===== src/rtl/hsk_pkg.sv =====
// hsk_pkg: shared constants, FSM state encodings and clog2 helper for the Pi handshake transmitter
package hsk_pkg;
    localparam int BYTE_W = 8;
    localparam logic [1:0] ST_IDLE     = 2'd0;
    localparam logic [1:0] ST_SETUP    = 2'd1;
    localparam logic [1:0] ST_WAIT_ACK = 2'd2;
    function automatic int clog2(input int v);
        int r;
        r = 0;
        while ((1 << r) < v) r++;
        return r;
    endfunction
endpackage


===== src/rtl/hsk_tx_fifo.sv =====
// hsk_tx_fifo: DEPTH-entry byte FIFO; ports: i_clk, i_reset (async), i_wr_en/i_wr_data (write),
// i_rd_en (pop), o_rd_data (combinational head), o_full, o_empty
module hsk_tx_fifo
    import hsk_pkg::*;
#(
    parameter int DEPTH = 4
) (
    input  logic              i_clk,
    input  logic              i_reset,
    input  logic              i_wr_en,
    input  logic [BYTE_W-1:0] i_wr_data,
    input  logic              i_rd_en,
    output logic [BYTE_W-1:0] o_rd_data,
    output logic              o_full,
    output logic              o_empty
);
    localparam int AW = clog2(DEPTH);
    // one extra pointer bit distinguishes full from empty when the indices match
    logic [AW:0]       r_wr_ptr, r_rd_ptr;
    logic [BYTE_W-1:0] r_mem [DEPTH];
    logic              w_wr, w_rd;
    assign o_empty   = r_wr_ptr == r_rd_ptr;
    assign o_full    = (r_wr_ptr[AW] != r_rd_ptr[AW]) && (r_wr_ptr[AW-1:0] == r_rd_ptr[AW-1:0]);
    assign w_wr      = i_wr_en && !o_full;
    assign w_rd      = i_rd_en && !o_empty;
    assign o_rd_data = r_mem[r_rd_ptr[AW-1:0]];
    always_ff @(posedge i_clk or posedge i_reset) begin
        if (i_reset) begin
            r_wr_ptr <= '0;
            r_rd_ptr <= '0;
        end else begin
            if (w_wr) r_wr_ptr <= r_wr_ptr + 1'b1;
            if (w_rd) r_rd_ptr <= r_rd_ptr + 1'b1;
        end
    end
    always_ff @(posedge i_clk) begin
        if (w_wr) r_mem[r_wr_ptr[AW-1:0]] <= i_wr_data;
    end
endmodule


===== src/rtl/pi_hsk_tx.sv =====
// pi_hsk_tx: fabric-to-Pi byte transmitter using a toggle handshake; ports: i_clk, i_reset (async),
// i_in_data/i_in_valid/o_in_ready (fabric side), i_pi_hsk_raw (Pi ack), o_pi_data/o_fpga_hsk (to Pi),
// o_busy, o_tx_err (sticky ack timeout), i_clear_err
module pi_hsk_tx
    import hsk_pkg::*;
#(
    parameter int DEPTH          = 4,
    parameter int SETUP_CYCLES   = 2,
    parameter int TIMEOUT_CYCLES = 1000000
) (
    input  logic              i_clk,
    input  logic              i_reset,
    input  logic [BYTE_W-1:0] i_in_data,
    input  logic              i_in_valid,
    output logic              o_in_ready,
    input  logic              i_pi_hsk_raw,
    output logic [BYTE_W-1:0] o_pi_data,
    output logic              o_fpga_hsk,
    output logic              o_busy,
    output logic              o_tx_err,
    input  logic              i_clear_err
);
    localparam int SW = clog2(SETUP_CYCLES) + 1;
    localparam int TW = clog2(TIMEOUT_CYCLES + 1) + 1;
    localparam logic [SW-1:0] SETUP_LOAD = SW'(SETUP_CYCLES - 1);
    // with the timeout disabled this becomes all ones, so the counter just saturates
    localparam logic [TW-1:0] TO_LAST = TW'(TIMEOUT_CYCLES - 1);
    localparam bit TO_EN = TIMEOUT_CYCLES != 0;
    logic [1:0]        r_sync;
    logic [1:0]        r_state;
    logic [SW-1:0]     r_setup_cnt;
    logic [TW-1:0]     r_to_cnt;
    logic              r_hsk, r_err;
    logic [BYTE_W-1:0] r_data;
    logic [BYTE_W-1:0] w_fifo_data;
    logic              w_full, w_empty, w_pop, w_ack, w_to_hit, w_pi_hsk_s;
    hsk_tx_fifo #(.DEPTH(DEPTH)) u_fifo (
        .i_clk     (i_clk),
        .i_reset   (i_reset),
        .i_wr_en   (i_in_valid),
        .i_wr_data (i_in_data),
        .i_rd_en   (w_pop),
        .o_rd_data (w_fifo_data),
        .o_full    (w_full),
        .o_empty   (w_empty)
    );
    assign w_pi_hsk_s = r_sync[1];
    assign w_pop      = r_state == ST_IDLE && !w_empty;
    // an echo only counts once the request has actually been toggled
    assign w_ack      = r_state == ST_WAIT_ACK && w_pi_hsk_s == r_hsk;
    assign w_to_hit   = TO_EN && r_state == ST_WAIT_ACK && !w_ack && r_to_cnt == TO_LAST;
    assign o_in_ready = !w_full;
    assign o_pi_data  = r_data;
    assign o_fpga_hsk = r_hsk;
    assign o_tx_err   = r_err;
    assign o_busy     = r_state != ST_IDLE || !w_empty;
    always_ff @(posedge i_clk or posedge i_reset) begin
        if (i_reset) begin
            r_sync      <= '0;
            r_state     <= ST_IDLE;
            r_setup_cnt <= '0;
            r_to_cnt    <= '0;
            r_hsk       <= 1'b0;
            r_err       <= 1'b0;
            r_data      <= '0;
        end else begin
            r_sync <= {r_sync[0], i_pi_hsk_raw};
            if (w_to_hit) r_err <= 1'b1;
            else if (i_clear_err) r_err <= 1'b0;
            case (r_state)
                ST_IDLE: begin
                    if (!w_empty) begin
                        r_data      <= w_fifo_data;
                        r_setup_cnt <= SETUP_LOAD;
                        r_state     <= ST_SETUP;
                    end
                end
                ST_SETUP: begin
                    if (r_setup_cnt == '0) begin
                        r_hsk    <= !r_hsk;
                        r_to_cnt <= '0;
                        r_state  <= ST_WAIT_ACK;
                    end else begin
                        r_setup_cnt <= r_setup_cnt - 1'b1;
                    end
                end
                ST_WAIT_ACK: begin
                    if (w_ack) r_state <= ST_IDLE;
                    else if (r_to_cnt != TO_LAST) r_to_cnt <= r_to_cnt + 1'b1;
                end
                default: r_state <= ST_IDLE;
            endcase
        end
    end
endmodule

===== config.mk =====
export PLATFORM = sky130hd
export DESIGN_NAME = pi_hsk_tx
export DESIGN_NICKNAME = d
export VERILOG_FILES = /design/src/rtl/hsk_pkg.sv /design/src/rtl/hsk_tx_fifo.sv /design/src/rtl/pi_hsk_tx.sv
export SDC_FILE = /design/constraint.sdc
export NUM_CORES = 1
export LEC_CHECK = 0
export CELL_PAD_IN_SITES_DETAIL_PLACEMENT = 1
export CELL_PAD_IN_SITES_GLOBAL_PLACEMENT = 1
export CORE_MARGIN = 5
export CORE_UTILIZATION = 45
export DETAILED_ROUTE_END_ITERATION = 8
export PLACE_DENSITY = 0.79
export SLEW_MARGIN = 10
export SYNTH_ARGS = -nofsm -noshare
export SYNTH_HDL_FRONTEND = slang
export SYNTH_HIERARCHICAL = 1
export SYNTH_SLANG_ARGS = --single-unit

===== constraint.sdc =====
create_clock -name i_clk -period 2.9 [get_ports i_clk]
set_clock_uncertainty 0.15 [all_clocks]
set_input_delay 0.58 -clock i_clk [delete_from_list [all_inputs] [get_ports i_clk]]
set_output_delay 0.58 -clock i_clk [all_outputs]
set_load 0.01 [all_outputs]

==> impl_results.md <==
* I/O Buffers at 24
* Critical path peak fanout at 7
* Max Cap Violations at 0
* CP required at 2.17 ns
* Fill cells at 779
* Post-synth EDFFs at 32
* Post-CTS setup buffer count at 0
* Final min period at 2.73 ns
* Largest net degree at the start of global routing at 38
* Clock buffer depth at 2
* Sequential area share after synthesis at 0.571
* Die height at 99.1 µm
* Storage cell area at 0.00204 mm²
* First-pass GRT wire length at 13700 µm
* CTS buffer count at 9
* Residual DRC count at 0
* CTS tree: done
* Cells after synthesis at 283
* Peak supply drop at 0.620 mV
* DP Cell Count at 408
* Total Power at 3.87 mW
* Max-slew violations at 0
* GP Congestion at 0.811
* Starting density of the core at 0.462
* Area Growth Syn to Fin at 15.6%
* Worst setup margin at 0.174 ns
* Syn Area/Cell at 12.6 µm²
* Non-filler instance count after layout at 424
* Syn nets at 303
* Die Area at 0.00981 mm²
* Fmax at 0.367 GHz
* Final Hold Fails at 0
* Via count at 2439
* Post-layout nets at 337
* CTS clk-pin slew, worst paths at 0.09 ns
* Crit path kind: register to output port
* FF-to-FF setup slack at 0.61 ns
* Clock root cell: clkbuf_8
* Main synth FF type: dfrtp_1
* Share of layout cells above drive strength 1 at 0.174
* Worst skew pair latency at 0.35 ns
* Status: finished clean
* Initial antenna violation count at 0
* # clock sinks at 75
* Max-slew headroom at 0.628
* CP arrival at 2.00 ns
* Async SR Flop Fraction at 0.573
* Period Utilization, post-route at 0.940
* Crit path from: u_fifo/r_wr_ptr[1]
* Most common cell after layout, fill and taps aside: dfrtp_1
* Leakage dissipation at 1.60 nW
* Post-route antenna net violation count at 0
* Setup TNS at 0 ns
* Hold_buf cts at 0
* DR iter-0 viols at 119
* Setup crit end kind: output port
* Synth warnings at 6
* Vias per cell at 5.75
* PD cells at 939 mW/mm²
* # diodes at 0
* H-tree Lvls at 3
* Commonest non-fill, non-tap cells in the layout: 43 x dfrtp_1, 32 x edfxtp_1, 24 x clkdlybuf4s50_1, 22 x o21ai_0, 18 x nor2_1
* Hold Path Class: register to register
* Dpl ws at 0.560 ns
* GRT Total Usage at 0.182
* Post-CTS sizing at 0
* Unrepaired setup endpoints after global routing: false
* CP Launch Type: register
* Final setup vio count at 0
* Critical R2R Launch: r_to_cnt[15]
* Area of the multi-input gates at 0.00140 mm²
* Area share of the largest cell type after synthesis at 0.301
* Synthesized area at 0.00357 mm²
* IO Count at 25
* Post-detailed-placement half-perimeter wirelength at 5870 µm
* Drt pass-1 iters at 4
* Synthesized flop and latch total at 75
* Core box area at 0.00773 mm²
* Synth top area cells: dfrtp_1 30%, edfxtp_1 27%, mux4_1 3.7%
* Most area-hungry cell type in the Yosys netlist: dfrtp_1
* Vias in the first global route at 2725
* WL final at 8600 µm
* Hold path startpoint: r_sync[0]
* Row count at 32
* Worst-margin pin slew at 0.556 ns
* Drt wl/cell at 20.3 µm
* Die extent in x at 99.1 µm
* Post-synth cell types at 52
* Total grt overflow at 0
state kept, by name, indices dropped and copies added (netlist names):
register	cells
o_fpga_hsk	1
o_pi_data	8
o_tx_err	1
r_setup_cnt	2
r_state	2
r_sync	2
r_to_cnt	21
u_fifo/r_mem	32
u_fifo/r_rd_ptr	3
u_fifo/r_wr_ptr	3
area by class of cell:
class,count,share of cell area
clock buffers,9,0.0300
clock inverters,7,0.0200
inverters,12,0.0109
multi-input cells,186,0.340
flip-flops and latches,75,0.494
well taps,102,0.0309
repair buffers,33,0.0746
layer usage:
metal | GRT usage | wire length [µm]
met1 | 0.211 | 3570
met2 | 0.318 | 4490
met3 | 0.0347 | 275
met4 | 0.0945 | 261
met5 | 0 | 0
worst max-delay path, cell delays in order, from the launching register on:
cell and delay, ns:
dfrtp_1 0.48, xnor2_1 0.40, nand3_2 0.17, inv_1 0.09, inv_1 0.04, clkdlybuf4s50_1 0.47
synth_stat cells (2+ instances only):
master     n
dfrtp_1   43
edfxtp_1  32
o21ai_0   22
nor2_1    18
nand2_1   16
nand3_1   13
a21oi_1   12
inv_1     12
o31ai_1   11
mux2_2     9
a31oi_1    7
ha_1       7
xnor2_1    7
and3_1     6
mux4_1     5
nand4_1    5
buf_4      4
nor3_1     4
and2_1     3
buf_6      3
mux4_2     3
nand2b_1   3
nor4_1     3
or3_2      3
a211oi_1   2
a21o_1     2
xor2_1     2
xor2_2     2
through the flow:
step	utilization	hold slack (ns)	area (µm²)
floorplan	-	0.181	3570
global placement	0.507	0.183	3920
detailed placement	0.507	0.186	3920
CTS	0.534	0.205	4130
global route	0.534	0.209	4130
finish	0.534	0.203	4130
logic make-up (layout without fill, tap and decap cells):
logic type      after synthesis  count (layout)  share of synthesized area
fa+ha+maj                     7               7                     0.0245
compound gates               64              64                      0.111
mux                          18              18                     0.0869
xor+xnor                     11              11                     0.0312
flops                        75              75                      0.571
buf+inv                      22              61                     0.0368
simple gates                 86              86                      0.138
final timing paths:
path / to / depth (start not counted)
worst min-delay path: r_sync[1] / 0
worst min register to register: r_sync[1] / 0
worst max-delay path: o_in_ready / 5
max in group asynchronous: o_fpga_hsk / 3
min in group asynchronous: u_fifo/r_wr_ptr[1] / 2
worst max register to register: r_to_cnt[4] / 5
power by group:
part           total (mW)  internal [mW]  switching, mW
Clock               0.861          0.413          0.449
Combinational        1.46          0.695          0.760
Sequential           1.56           1.36          0.198
Total                3.87           2.47           1.41
No activity file was read; power rests on OpenSTA's default activity.
==> patch 1: new RTL, same flow settings <==
Reset style: synchronous (`i_reset`), changed in 2 clocked blocks. Comments in the files are not updated.
--- a/src/rtl/hsk_tx_fifo.sv
+++ b/src/rtl/hsk_tx_fifo.sv
@@ -25,5 +25,5 @@
     assign w_rd      = i_rd_en && !o_empty;
     assign o_rd_data = r_mem[r_rd_ptr[AW-1:0]];
-    always_ff @(posedge i_clk or posedge i_reset) begin
+    always_ff @(posedge i_clk) begin
         if (i_reset) begin
             r_wr_ptr <= '0;
--- a/src/rtl/pi_hsk_tx.sv
+++ b/src/rtl/pi_hsk_tx.sv
@@ -55,5 +55,5 @@
     assign o_tx_err   = r_err;
     assign o_busy     = r_state != ST_IDLE || !w_empty;
-    always_ff @(posedge i_clk or posedge i_reset) begin
+    always_ff @(posedge i_clk) begin
         if (i_reset) begin
             r_sync      <= '0;
Behaviour: differs if i_reset is asserted again (counterexample within 4 cycles, from zero or initial values and one cycle with i_reset high); with i_reset held inactive, the same outputs for 10 cycles.
==> patch 1 against the unedited design <==
Non-clock buffer count down 2; combinational power fell by 29%; sequential share of layout area down 4.1 points; critical path depth unchanged; synthesized cell count is 18% higher; area after synthesis up 0.91%; global-route usage is 0.46 points lower; cell area about the same; routed wire length decreased by 2.0%; setup slack worse by 0.015 ns; power down 16%; utilization decreased by 0.29 points; sequential cell count grew 2; critical path type unchanged; largest power group unchanged; highest routed layer unchanged.
==> patch 1: results (changes against the unedited design) <==
INFO  status         outcome=completed
INFO  finish         synthToLayoutAreaGrowth=14.5%
INFO  placed_design  dpl.cell_count=451 [+11%]
INFO  finish         nFillCells=876 [+12%]
INFO  critical_path  r2r.worst_path.cells=9 [+4]
INFO  yosys          synth_xor_xnor_area_share=1.95% [-1.2 points]
INFO  yosys          post_synth_most_frequent_cells=sky130_fd_sc_hd__dfxtp_1 (45), sky130_fd_sc_hd__nand2_1 (39), sky130_fd_sc_hd__edfxtp_1 (32)
INFO  power          power_leakage=1.32nW [-17%]
INFO  grt            groute.layer.met2.usage=30.4% [-1.3 points]
INFO  detailed_routing route.final.wire_length=8430um [-2.0%]
INFO  critical_path  critPathMaxFanout=8 [+1]
INFO  yosys          synth_cell_types=58 [+12%]
INFO  grt            globalRouteMet3Util=4.49% [+1.0 points]
INFO  finish         inverters=10 [-2]
INFO  finish         bufAreaShareNonClock=6.98% [-0.48 points]
INFO  worst_hold_path hold_depth=1 [+1]
INFO  grt            pin_count_of_the_biggest_net_entering_global_routing=37 [-2.6%]
INFO  detailed_routing wire_length_on_met2=4260um [-5.1%]
INFO  yosys          syn-num-nets=355 [+17%]
INFO  finish         nets=380 [+13%]
INFO  yosys          dominantRegCellSynth=sky130_fd_sc_hd__dfxtp_1
INFO  finish         clock_area_share=4.43% [-0.57 points]
INFO  detailed_routing post_drt_via_cell_ratio=5.88 [+2.3%]
INFO  finish         multi_input_gates=231 [+24%]
INFO  finish         clock_buffer_count=11 [+2]
INFO  grt            grt_first_pass_wirelength=13900um [+1.0%]
INFO  yosys          yosys-top-cells-area=sky130_fd_sc_hd__edfxtp_1 (27%), sky130_fd_sc_hd__dfxtp_1 (25%), sky130_fd_sc_hd__mux4_2 (5.0%)
INFO  yosys          synth-compound-area-share=14.5% [+3.4 points]
==> patch 1: cell count changes in the layout (fill, tap and decap cells not counted), sizes merged, moves of 6 or more <==
cell	delta
a21oi	+13
dfxtp	+45
dfrtp	-43
o31ai	-9
o211ai	+6
nand2	+22
mux2	-6
o21ai	-6
==> patch 1: timing repair <==
action / 4_1_cts / 5_1_grt
pin swaps: 0 / 0
resized for setup: 2 / 6
hold buffers: 0 / 0
setup endpoints to repair: 2 / 1
==> patch 1: worst paths after layout <==
kind                           start                  to  slack (ns)
setup / recovery  u_fifo/r_rd_ptr[0]              o_busy        0.16
hold / removal             r_sync[0]           r_sync[1]        0.31
setup reg to reg  u_fifo/r_wr_ptr[1]  u_fifo/r_rd_ptr[1]        0.60
hold reg to reg            r_sync[0]           r_sync[1]        0.31
==> patch 1: worst max-delay path, cell delays in order, from the launching register on <==
cell	delay [ns]
sky130_fd_sc_hd__dfxtp_2	0.39
sky130_fd_sc_hd__xnor2_4	0.30
sky130_fd_sc_hd__nand2_1	0.19
sky130_fd_sc_hd__nor2_1	0.22
sky130_fd_sc_hd__nand2_1	0.07
sky130_fd_sc_hd__clkdlybuf4s50_1	0.48
==> patch 1: power breakdown <==
part	switching, mW	total (mW)	internal [mW]
Sequential	0.151	1.45	1.30
Combinational	0.578	1.04	0.466
Clock	0.417	0.759	0.342
Total	1.15	3.25	2.11
==> patch 1: cells by family after synthesis <==
logic type,Yosys count
AO/OA/AOI/OAI,82
XOR/XNOR,8
adder cells (fa/ha/maj),7
buffers and inverters,27
flip-flops,77
multiplexers,12
AND/OR/NAND/NOR,122
==> patch 2: new RTL, config.mk and constraints unchanged <==
Made on the original files. The package constant `BYTE_W` goes from 8 to 12.
--- a/src/rtl/hsk_pkg.sv
+++ b/src/rtl/hsk_pkg.sv
@@ -1,5 +1,5 @@
 // hsk_pkg: shared constants, FSM state encodings and clog2 helper for the Pi handshake transmitter
 package hsk_pkg;
-    localparam int BYTE_W = 8;
+    localparam int BYTE_W = 12;
     localparam logic [1:0] ST_IDLE     = 2'd0;
     localparam logic [1:0] ST_SETUP    = 2'd1;
Interface: changed (resized i_in_data and o_pi_data); port bits go from 25 to 33. No check against the original RTL was run, so the function may have changed too.
==> patch 2 against the unedited design <==
Setup slack worse by 0.025 ns; sequential cell count grew 20; count of clock-buffer cells in the layout unchanged; cell area grew 20%; synthesized cell count rose by 6.7%; critical path depth fell by 1; via count increased by 9.0%; routed wire length rose by 2.1%; area after synthesis rose by 18%; power rose by 17%; critical endpoint is now o_busy; largest cell class unchanged.
==> patch 2: results (changes against the unedited design) <==
INFO  yosys          synth-compound-area-share=12.0% [+0.81 points]
INFO  detailed_routing detail_route.iter0.violations=90 [-24%]
INFO  yosys          synth.mux.area_fraction=9.59% [+0.90 points]
INFO  power          internal_power=2.94mW [+19%]
INFO  critical_path  critPathLaunch=u_fifo/r_wr_ptr[0]
INFO  detailed_routing post_drt_via_cell_ratio=5.71 [-0.81%]
INFO  finish         finish.cell_count_without_fillers=466 [+9.9%]
INFO  grt            pin_count_of_the_biggest_net_entering_global_routing=34 [-11%]
INFO  critical_path  cp_max_stage_cell=sky130_fd_sc_hd__clkdlybuf4s50_1
INFO  finish         nFillCells=929 [+19%]
INFO  placed_design  placement.setup.worst_slack=0.397ns [-0.164 ns]
INFO  status         outcome=completed
INFO  critical_path  timing.critical_path.arrival=2.02ns [+0.02 ns]
INFO  finish         final_layout_size_suffix_gt1_share=19.7% [+2.3 points]
INFO  yosys          post_synth_most_frequent_cells=sky130_fd_sc_hd__edfxtp_1 (48), sky130_fd_sc_hd__dfrtp_1 (47), sky130_fd_sc_hd__o21ai_1 (18)
INFO  power          power_leakage=1.82nW [+14%]
INFO  critical_path  critPathMaxFanout=6 [-1]
INFO  yosys          synth_cell_types=44 [-15%]
INFO  yosys          yosys-top-cells-area=sky130_fd_sc_hd__edfxtp_1 (34%), sky130_fd_sc_hd__dfrtp_1 (28%), sky130_fd_sc_hd__mux4_2 (6.4%)
INFO  power          pwr-share-comb=38.7% [+1.1 points]
INFO  power          clockNetworkPower=830uW [-3.6%]
INFO  grt            grt_first_pass_wirelength=14800um [+7.6%]
INFO  placed_design  gp_routability_congestion=0.782 [-3.6%]
INFO  placed_design  detailed_place_hpwl=6040um [+3.0%]
INFO  finish         nets=374 [+11%]
INFO  timing         tightestPinTransition=0.568ns [+0.0122 ns]
INFO  yosys          synth_async_sr_flop_share=49.5% [-7.9 points]
INFO  finish         largest_reg_flops=48 [+50%]
INFO  grt            vias_in_the_first_global_route=2935 [+7.7%]
[patch 2: layer usage]
| metal | GRT usage, % | vias up | part of all wire [%] |
|---|---|---|---|
| li1 | - | 1249 | - |
| met1 | 21.2 | 1359 | 45 |
| met2 | 29.4 | 46 | 52 |
| met3 | 4.03 | 5 | 2.7 |
| met4 | 3.56 | 0 | 0.69 |
| met5 | 0 | - | 0 |
[patch 2: per-stage QoR]
step	power, mW	area, um^2	hold slack [ns]
finish	4.53	4930	0.213
global route	4.82	4930	0.225
CTS	4.60	4930	0.217
detailed placement	3.74	4740	0.191
global placement	3.66	4740	0.203
floorplan	3.13	4230	0.181
[patch 2: final timing paths]
kind / endpoint / slack (ns) / depth (start not counted)
min in group asynchronous: u_fifo/r_wr_ptr[0] / 0.32 / 2
hold / removal: r_sync[1] / 0.21 / 0
hold reg to reg: r_sync[1] / 0.21 / 0
max in group asynchronous: r_to_cnt[1] / 1.77 / 3
setup / recovery: o_busy / 0.15 / 4
setup reg to reg: r_to_cnt[10] / 0.38 / 5
[patch 2: worst reg2reg max path, stage by stage, from the launching register on]
cell and delay, ns:
sky130_fd_sc_hd__dfrtp_1 0.48, sky130_fd_sc_hd__or4b_1 0.53, sky130_fd_sc_hd__or4_4 0.53, sky130_fd_sc_hd__o21ai_2 0.39, sky130_fd_sc_hd__nand2b_1 0.22, sky130_fd_sc_hd__o21ai_0 0.11
[patch 2: layout make-up]
| type | instances | share of cell area, % |
|---|---|---|
| clock buffer | 9 | 2.51 |
| sequential | 95 | 53.1 |
| clock inverter | 7 | 1.24 |
| inverter | 12 | 0.914 |
| multi-input combinational | 184 | 30.2 |
| tap | 111 | 2.82 |
| timing repair buffer | 48 | 9.19 |
